<file path="src/rtl/program_loader_if.sv">
// Byte stream in from the UART receiver, code RAM write port and loader status out.
// The loader is the slave; the byte source / system side is the master.
interface program_loader_if #(
  parameter int unsigned ADDR_WIDTH = 8
) ();
  logic                  rx_valid;
  logic [7:0]            rx_data;
  logic                  code_we;
  logic [ADDR_WIDTH-1:0] code_waddr;
  logic [7:0]            code_wdata;
  logic                  core_hold;
  logic                  load_done;
  logic                  load_error;
  logic [1:0]            error_code;

  modport slave (
    input  rx_valid, rx_data,
    output code_we, code_waddr, code_wdata,
    output core_hold, load_done, load_error, error_code
  );

  modport master (
    output rx_valid, rx_data,
    input  code_we, code_waddr, code_wdata,
    input  core_hold, load_done, load_error, error_code
  );
endinterface

</file>
<file path="src/rtl/program_loader.sv">
// Framed program loader: sync, 16-bit LE length, payload, 8-bit additive checksum.
// Holds the core in reset until a frame has been written and verified.
module program_loader #(
  parameter int unsigned ADDR_WIDTH     = 8,
  parameter int unsigned TIMEOUT_CYCLES = 1_000_000,
  parameter logic [7:0]  SYNC_BYTE      = 8'hA5
) (
  input  logic             clk,
  input  logic             rst_n,
  program_loader_if.slave  bus
);
  localparam int unsigned CAPACITY = 1 << ADDR_WIDTH;
  localparam int unsigned TW       = $clog2(TIMEOUT_CYCLES + 1);
  localparam logic [TW-1:0] IDLE_LIMIT = TW'(TIMEOUT_CYCLES - 1);

  typedef enum logic [2:0] {
    S_IDLE, S_LEN_LO, S_LEN_HI, S_DATA, S_CHECK, S_RUN
  } state_t;

  state_t                state;
  logic [7:0]            len_lo;
  logic [7:0]            sum;
  logic [15:0]           remain;
  logic [ADDR_WIDTH-1:0] addr;
  logic [TW-1:0]         idle_cnt;

  logic [15:0] len_full;
  logic        len_bad;
  logic        timed;

  assign len_full = {bus.rx_data, len_lo};
  assign len_bad  = (len_full == 16'd0) || (32'(len_full) > CAPACITY);
  assign timed    = (state == S_LEN_LO) || (state == S_LEN_HI) ||
                    (state == S_DATA)   || (state == S_CHECK);

  always_ff @(posedge clk or negedge rst_n) begin
    if (!rst_n) begin
      state          <= S_IDLE;
      len_lo         <= '0;
      sum            <= '0;
      remain         <= '0;
      addr           <= '0;
      idle_cnt       <= '0;
      bus.code_we    <= 1'b0;
      bus.code_waddr <= '0;
      bus.code_wdata <= '0;
      bus.core_hold  <= 1'b1;
      bus.load_done  <= 1'b0;
      bus.load_error <= 1'b0;
      bus.error_code <= 2'd0;
    end else begin
      bus.code_we   <= 1'b0;
      bus.load_done <= 1'b0;

      // Timeout counts silent cycles only; a byte on the limit edge wins.
      if (timed && !bus.rx_valid) begin
        if (idle_cnt == IDLE_LIMIT) begin
          idle_cnt       <= '0;
          state          <= S_IDLE;
          bus.load_error <= 1'b1;
          bus.error_code <= 2'd3;
        end else begin
          idle_cnt <= idle_cnt + 1'b1;
        end
      end else begin
        idle_cnt <= '0;
      end

      if (bus.rx_valid) begin
        case (state)
          S_IDLE, S_RUN: begin
            if (bus.rx_data == SYNC_BYTE) begin
              state          <= S_LEN_LO;
              sum            <= '0;
              addr           <= '0;
              bus.core_hold  <= 1'b1;
              bus.load_error <= 1'b0;
              bus.error_code <= 2'd0;
            end
          end
          S_LEN_LO: begin
            len_lo <= bus.rx_data;
            state  <= S_LEN_HI;
          end
          S_LEN_HI: begin
            if (len_bad) begin
              state          <= S_IDLE;
              bus.load_error <= 1'b1;
              bus.error_code <= 2'd1;
            end else begin
              remain <= len_full;
              state  <= S_DATA;
            end
          end
          S_DATA: begin
            bus.code_we    <= 1'b1;
            bus.code_waddr <= addr;
            bus.code_wdata <= bus.rx_data;
            sum            <= sum + bus.rx_data;
            addr           <= addr + 1'b1;
            remain         <= remain - 1'b1;
            if (remain == 16'd1) state <= S_CHECK;
          end
          S_CHECK: begin
            if (bus.rx_data == sum) begin
              state         <= S_RUN;
              bus.load_done <= 1'b1;
              bus.core_hold <= 1'b0;
            end else begin
              state          <= S_IDLE;
              bus.load_error <= 1'b1;
              bus.error_code <= 2'd2;
            end
          end
          default: state <= S_IDLE;
        endcase
      end
    end
  end
endmodule

</file>
<file path="src/flat_wrapper.sv">
// flat-port wrapper written by rule: the top's interface ports become plain ports
module program_loader_flat 
#(
  parameter int unsigned ADDR_WIDTH     = 8,
  parameter int unsigned TIMEOUT_CYCLES = 1_000_000,
  parameter logic [7:0]  SYNC_BYTE      = 8'hA5
)
  (clk, rst_n, bus_rx_valid, bus_rx_data, bus_code_we, bus_code_waddr, bus_code_wdata, bus_core_hold, bus_load_done, bus_load_error, bus_error_code);
  program_loader_if #(.ADDR_WIDTH(ADDR_WIDTH)) bus_i ();
  input  logic clk;
  input  logic rst_n;
  input wire logic [$bits(bus_i.rx_valid)-1:0] bus_rx_valid;
  input wire logic [$bits(bus_i.rx_data)-1:0] bus_rx_data;
  output wire logic [$bits(bus_i.code_we)-1:0] bus_code_we;
  output wire logic [$bits(bus_i.code_waddr)-1:0] bus_code_waddr;
  output wire logic [$bits(bus_i.code_wdata)-1:0] bus_code_wdata;
  output wire logic [$bits(bus_i.core_hold)-1:0] bus_core_hold;
  output wire logic [$bits(bus_i.load_done)-1:0] bus_load_done;
  output wire logic [$bits(bus_i.load_error)-1:0] bus_load_error;
  output wire logic [$bits(bus_i.error_code)-1:0] bus_error_code;
  assign bus_i.rx_valid = bus_rx_valid;
  assign bus_i.rx_data = bus_rx_data;
  assign bus_code_we = bus_i.code_we;
  assign bus_code_waddr = bus_i.code_waddr;
  assign bus_code_wdata = bus_i.code_wdata;
  assign bus_core_hold = bus_i.core_hold;
  assign bus_load_done = bus_i.load_done;
  assign bus_load_error = bus_i.load_error;
  assign bus_error_code = bus_i.error_code;
  program_loader #(.ADDR_WIDTH(ADDR_WIDTH), .TIMEOUT_CYCLES(TIMEOUT_CYCLES), .SYNC_BYTE(SYNC_BYTE)) u_core (.clk(clk), .rst_n(rst_n), .bus(bus_i));
endmodule
</file>
<file path="config.mk">
export PLATFORM = sky130hd
export DESIGN_NAME = program_loader_flat
export DESIGN_NICKNAME = d
export VERILOG_FILES = /design/src/rtl/program_loader_if.sv /design/src/rtl/program_loader.sv /design/src/flat_wrapper.sv
export SDC_FILE = /design/constraint.sdc
export NUM_CORES = 1
export LEC_CHECK = 0
export BUFFER_PORTS_ARGS = -buffer_cell sky130_fd_sc_hd__buf_2
export CORE_ASPECT_RATIO = 0.6
export CORE_UTILIZATION = 40
export DETAILED_ROUTE_END_ITERATION = 6
export PLACE_DENSITY = 0.61
export SETUP_SLACK_MARGIN = 0.5
export SKIP_LAST_GASP = 1
export SLEW_MARGIN = 5
export SYNTH_ARGS = -nofsm -noshare
export SYNTH_HDL_FRONTEND = slang
export SYNTH_SLANG_ARGS = --single-unit
</file>
<file path="constraint.sdc">
create_clock -name clk -period 3.1 [get_ports clk]
set_input_delay 0.31 -clock clk [delete_from_list [all_inputs] [get_ports clk]]
set_output_delay 0.31 -clock clk [all_outputs]
set_load 0.01 [all_outputs]
</file>
# == Yosys cells after proc, flatten, opt, wreduce, memory -nomap -nowiden ==
# Index checks and enable logic that the tools add are counted.
# Widths: inputs -> output; s select.
# classes
add_sub_neg,4
magnitude_cmp,1
eq_ne,12
muxes,37
n_reduce_logical,17
# op_table
op,count
$mux 20,2
$pmux 16 s2,1
$pmux 8 s2,2
$add 20x1->20 const B,1
$eq 20x20->1 const B,1
$mux 3,6
$eq 16x1->1 const B,1
$gt 16x9->1 const B,1
$logic_not 16->1,1
$mux 16,1
$sub 16x1->16 const B,1
$pmux 3 s5,1
$mux 2,7
$mux 1,13
$add 8x1->8 const B,1
$add 8x8->8,1
$eq 8x8->1,1
$eq 8x8->1 const B,1
$mux 8,1
$eq 3x2->1 const B,2
$eq 3x3->1 const B,2
$pmux 2 s3,1
$reduce_and 3->1,2
$reduce_bool 2->1,3
12 further kinds,17
# word_totals
register_bits,85
wordCells,84

# == Longest topological paths before layout ==
# logic_depth
word_depth,9
depth_mapped,8

# == Worst setup path after synthesis ==
# No wires, ideal clock.
# synth_path
path_type,register to register
start,reg u_core.idle_cnt[6]
end,reg u_core.state[0]
setup_time_ns,0.129
arrival_time_ns,2.030
t_required_ns,2.971
slack_ns,0.941
stages_incl_launch_ff,6
period_less_slack_ns,2.159
cell_sequence,dfrtp_1 > or4_1 > or4_4 > or3b_1 > a31oi_1 > a211oi_1
# synth_via
elab_chain_len,6
# synth_rtl
item,line,text
start: declaration,program_loader.sv:25,logic [TW-1:0] idle_cnt;
start signal: assignment,program_loader.sv:63,idle_cnt <= idle_cnt + 1'b1;
$eq 20x20->1 *,program_loader.sv:57,if (idle_cnt == IDLE_LIMIT) begin
$mux 3 *,program_loader.sv:57,
$mux 3 *,program_loader.sv:56,if (timed && !bus.rx_valid) begin
"$mux 3, on equally long branches","program_loader.sv:102, program_loader.sv:72",
$pmux 3 s5,program_loader.sv:70,case (state)
$mux 3 *,program_loader.sv:69,if (bus.rx_valid) begin
end signal: assignment,program_loader.sv:59,state <= S_IDLE;
end signal: assignment,program_loader.sv:73,state <= S_LEN_LO;
end signal: assignment,program_loader.sv:102,if (remain == 16'd1) state <= S_CHECK;
end: declaration,program_loader.sv:20,state_t state;
# Mark *: on every way between the ends. The rest lies on a longest branch, timed or not.
# A chain may end at the register's enable or synchronous reset.

# == Final worst setup path ==
# layout_path
start,reg u_core.idle_cnt[0]
end,reg u_core.state[0]
# Same word-level chain as after synthesis.

==> results summary <==
The number of rows in the core area is 29. The sequential share of the synthesized area came out at 48.1%. The core region is 10700 sq um.

The worst-case reg-to-reg path depth came out at 7. For the finished layout, the period the worst path requires is 2310 ps. The number of library cell types mapped by synthesis is between 50 and 60. The number of DRC markers in iteration 0 is roughly 320. The final number of max-transition violations is 0. The post-synthesis adder-cell area fraction came out at between 3 and 4%. The number of detailed-route iterations in the first pass came out at 5.

The count of endpoints failing hold in the final timing report is 0. The worst setup path is captured at a flip-flop. The number of warnings printed during yosys synthesis came out at 0. The clock latency of the later-clocked register in the worst-skew pair came out at between 300 and 400 ps. The number of nets still failing antenna checks after routing is 0.

Gates resized during post-CTS repair numbered 0. The worst reg-to-reg setup slack came out at roughly 790 ps. Sequential cells burn a little over two fifths of the power. Setup violations remaining at the end of the flow were counted as 0. After detailed routing, the wire length on met1 is roughly 5.7 mm. The initial antenna violation count came to 0. The power per unit of standard cell area is just over 800 nW/um^2.

The largest fanout on the critical path came out at 4. The max-capacitance violation count is 0. The highest achievable clock rate came out at ~430 MHz. The detailed-route wire length per cell is around 16 microns. For this run, the post-layout net count is 536. The area share of the largest cell type after synthesis came out at 47.5%.

The finished cells cover ~5000 sq um. The overall global routing resource usage is between 20% and 30%. The worst clock skew is just over 6 ps. The synthesized-area fraction occupied by ao, oa, aoi and oai cells came out at between 10 and 15%. The cell depth of the worst setup path came out at 7. Data on the critical path arrives at its endpoint at 2530 ps. In the final timing run, aggregate negative setup slack is 0 ps. The area of the die came out at about 11000 sq um.

The power spent charging and discharging nets is ~1.5 mW. In this run the worst setup path terminates at u_core.state[0]$_DFF_PN0_. The clock net sink count came out at 85. The worst-case hold slack is about 27 ps. The mean instance size in the synthesized netlist is 9.15 sq um. The first global-routing pass estimated 17.9 mm of wire. The period utilization is 74.6%. Across all layers, the routed design uses 3657 vias. The global placement routability congestion is about 0.82.

The clock slew at the register clock pins of the worst setup and hold paths came out at approximately 60 ps. The fraction of the mapped netlist area in simple logic gates came out at between 20% and 30%. After synthesis, the largest family of logic cells by area is simple AND/OR/NAND/NOR gates. The total length of routed wires came out at around 11 mm. In this run, the clock network consumes 28.9% of the power. Buffers inserted during clock tree synthesis total 9. The cell area after synthesis is roughly 4400 sq um. Of the post-synthesis cell area, the part taken by muxes is 2.04%. The post-synth net total is 506.

The slowest cell on the critical path is sky130_fd_sc_hd__or4_4. The initial core utilization came out at 41.4%. The estimated wirelength of the detail-placed design is roughly 7.3 mm. The combinational share of power is between 20% and 30%. The synthesized design spends more area on one cell type than any other, namely sky130_fd_sc_hd__dfrtp_1.

The largest net degree at the start of global routing came out at between 50 and 60. The number of antenna diodes in the final layout is 0. The maximum vdd ir drop is between 300 and 400 uV. The largest stage delay on the critical path is about 580 ps. The share of total power consumed by net switching is between 30% and 40%.

Counting flops with an async set or reset pin after synthesis yields a share of 100%. The leakage power total came out at 2.25 nW. The total internal power is 2.65 mW.

The total buffers and inverters traversed by the critical path is 0. The number of hold-repair buffers added at the cts stage is 0. Yosys attributes the largest share of cell area to sky130_fd_sc_hd__dfrtp_1, sky130_fd_sc_hd__nand2_1, sky130_fd_sc_hd__nor2_1, sky130_fd_sc_hd__o21ai_0, sky130_fd_sc_hd__ha_1. On the critical path the largest part of the delay comes from simple AND/OR/NAND/NOR gates. The worst hold-check path type is in -> async. The data required time of the worst path came out at roughly 3300 ps. The final cell utilization of the core is a little under half. The number of H-tree branching levels is 3. The worst register-to-register path begins at u_core.idle_cnt[0]$_DFF_PN0_. The total overflow reported by the global router came out at 0. The most frequent cell after synthesis is sky130_fd_sc_hd__dfrtp_1. TritonCTS built the clock tree. The count of port buffers added during placement is 32. The count of pins on the block boundary came out at 33. The via count of the first global-routing pass is approximately 3.4k.

The total power of the final layout came out at ~4.1 mW. The flow ran to the end, and the final reports show no timing, DRC or antenna violations. The total length of routed met3 wires is just under 500 microns. The number of synthesized flops with an enable pin came out at 0.

In this run the top signal layer used is met4. For this run, the leading register cell type out of synthesis is sky130_fd_sc_hd__dfrtp_1. The amount of wire on met2 after detailed routing came out at 4.37 mm. The worst setup path category is reg -> reg. The commonest cells after synthesis are sky130_fd_sc_hd__dfrtp_1, sky130_fd_sc_hd__nand2_1, sky130_fd_sc_hd__nor2_1, sky130_fd_sc_hd__o21ai_0, sky130_fd_sc_hd__a21oi_1. The die is around 83 microns tall. The master cell of the clock root buffer is sky130_fd_sc_hd__clkbuf_16. Setup repair after global routing left no endpoint under its margin. The share of the synthesized netlist area taken by xor and xnor gates is 5.15%.

The origin of the worst setup path is u_core.idle_cnt[0]$_DFF_PN0_. The actual slew at the worst max-slew pin is about 790 ps. The share of post-route cells with drive strength above 1 is between 10 and 15%. After detailed placement, the total cell area comes to ~4700 sq um. The worst slew margin relative to its limit is 47.2%. The worst-case clock buffer depth is 2. The number of standard cells after synthesis came out at 483. Buffers added to address setup during post-CTS repair amount to 0.

The worst setup path is launched from a flip-flop. The horizontal extent of the die came out at 138 microns. The signed area change from the synthesized netlist to the final layout came out at 14.1%. After detailed routing, the number of vias per cell comes to around 5.6. The number of storage elements in the synthesis netlist is 85. The critical path goes through ha_1, nand2_1, or2_1, or4_4, or3b_1, a31oi_1, a211oi_1. The endpoint identified for the worst register-to-register timing path is u_core.state[0]$_DFF_PN0_.

In the routed design, unresolved DRC markers number 0.
## per-layer routing
layer / GRT usage, % / vias to the layer above
li1: - / 1761
met1: 31.4 / 1780
met2: 27.5 / 101
met3: 4.33 / 15
met4: 6.52 / 0
met5: 0 / -
## through the flow
stage / setup slack (ps) / std cells
CTS: 789 / 657
global route: 602 / 657
global placement: 698 / 641
floorplan: 941 / 483
detailed placement: 605 / 641
finish: 787 / 657
## cell type report
type | instances | area (sq um)
Fill cell | 1033 | 5620
Multi-Input combinational cell | 369 | 2170
Sequential cell | 85 | 2130
Clock buffer | 9 | 225
Timing Repair Buffer | 38 | 208
Tap cell | 139 | 174
Clock inverter | 7 | 105
Inverter | 10 | 37.5
## state kept, by name (all words and copies together) (netlist names)
register,flops
u_core.idle_cnt,20
u_core.remain,16
u_core.addr,8
u_core.bus.code_waddr,8
u_core.bus.code_wdata,8
u_core.len_lo,8
u_core.sum,8
u_core.state,3
u_core.bus.error_code,2
u_core.bus.code_we,1
u_core.bus.core_hold,1
u_core.bus.load_done,1
u_core.bus.load_error,1
## cells in the final DEF, fill, tap and decap left out, drive strengths merged, types with 6 or more instances in the layout
cell    count
nor4        6
xor2       15
xnor2      11
buf        38
nor2       53
dfrtp      84
inv        13
ha         11
nor2b       6
nand3      24
nand4       7
clkbuf      9
a21oi      27
and3       11
nor3       10
o21ai      39
mux2        8
a31oi       6
nand2      76
## power groups by stage
stage,Clock [mW],Sequential (mW),Combinational (mW)
floorplan,0,1.68,0.867
global placement,0,1.72,1.18
detailed placement,0,1.73,1.21
CTS,1.22,1.72,1.22
global route,1.27,1.77,1.37
finish,1.20,1.73,1.22
## worst min-delay path by stage
stage                                    end  startpoint  cells past startpoint
2_1_floorplan     u_core.addr[0]$_DFFE_PN0P_       rst_n                      0
3_3_place_gp   u_core.idle_cnt[15]$_DFF_PN0_       rst_n                      1
3_5_place_dp   u_core.idle_cnt[15]$_DFF_PN0_       rst_n                      1
4_1_cts        u_core.idle_cnt[15]$_DFF_PN0_       rst_n                      1
5_1_grt        u_core.idle_cnt[15]$_DFF_PN0_       rst_n                      1
6_report       u_core.idle_cnt[15]$_DFF_PN0_       rst_n                      1
## cells by family after synthesis
| family | count (synthesis) |
|---|---|
| simple gates | 221 |
| compound gates | 102 |
| flops | 85 |
| buf+inv | 29 |
| xor+xnor | 26 |
| fa+ha+maj | 12 |
| mux | 8 |
## worst register-to-register path, cell delays in order (launching register included)
cell and delay (ps):
sky130_fd_sc_hd__dfrtp_1 380, sky130_fd_sc_hd__ha_1 220, sky130_fd_sc_hd__nand2_1 60, sky130_fd_sc_hd__or2_1 260
sky130_fd_sc_hd__or4_4 580, sky130_fd_sc_hd__or3b_1 420, sky130_fd_sc_hd__a31oi_1 180, sky130_fd_sc_hd__a211oi_1 80
No activity file was read; power rests on OpenSTA's default activity.
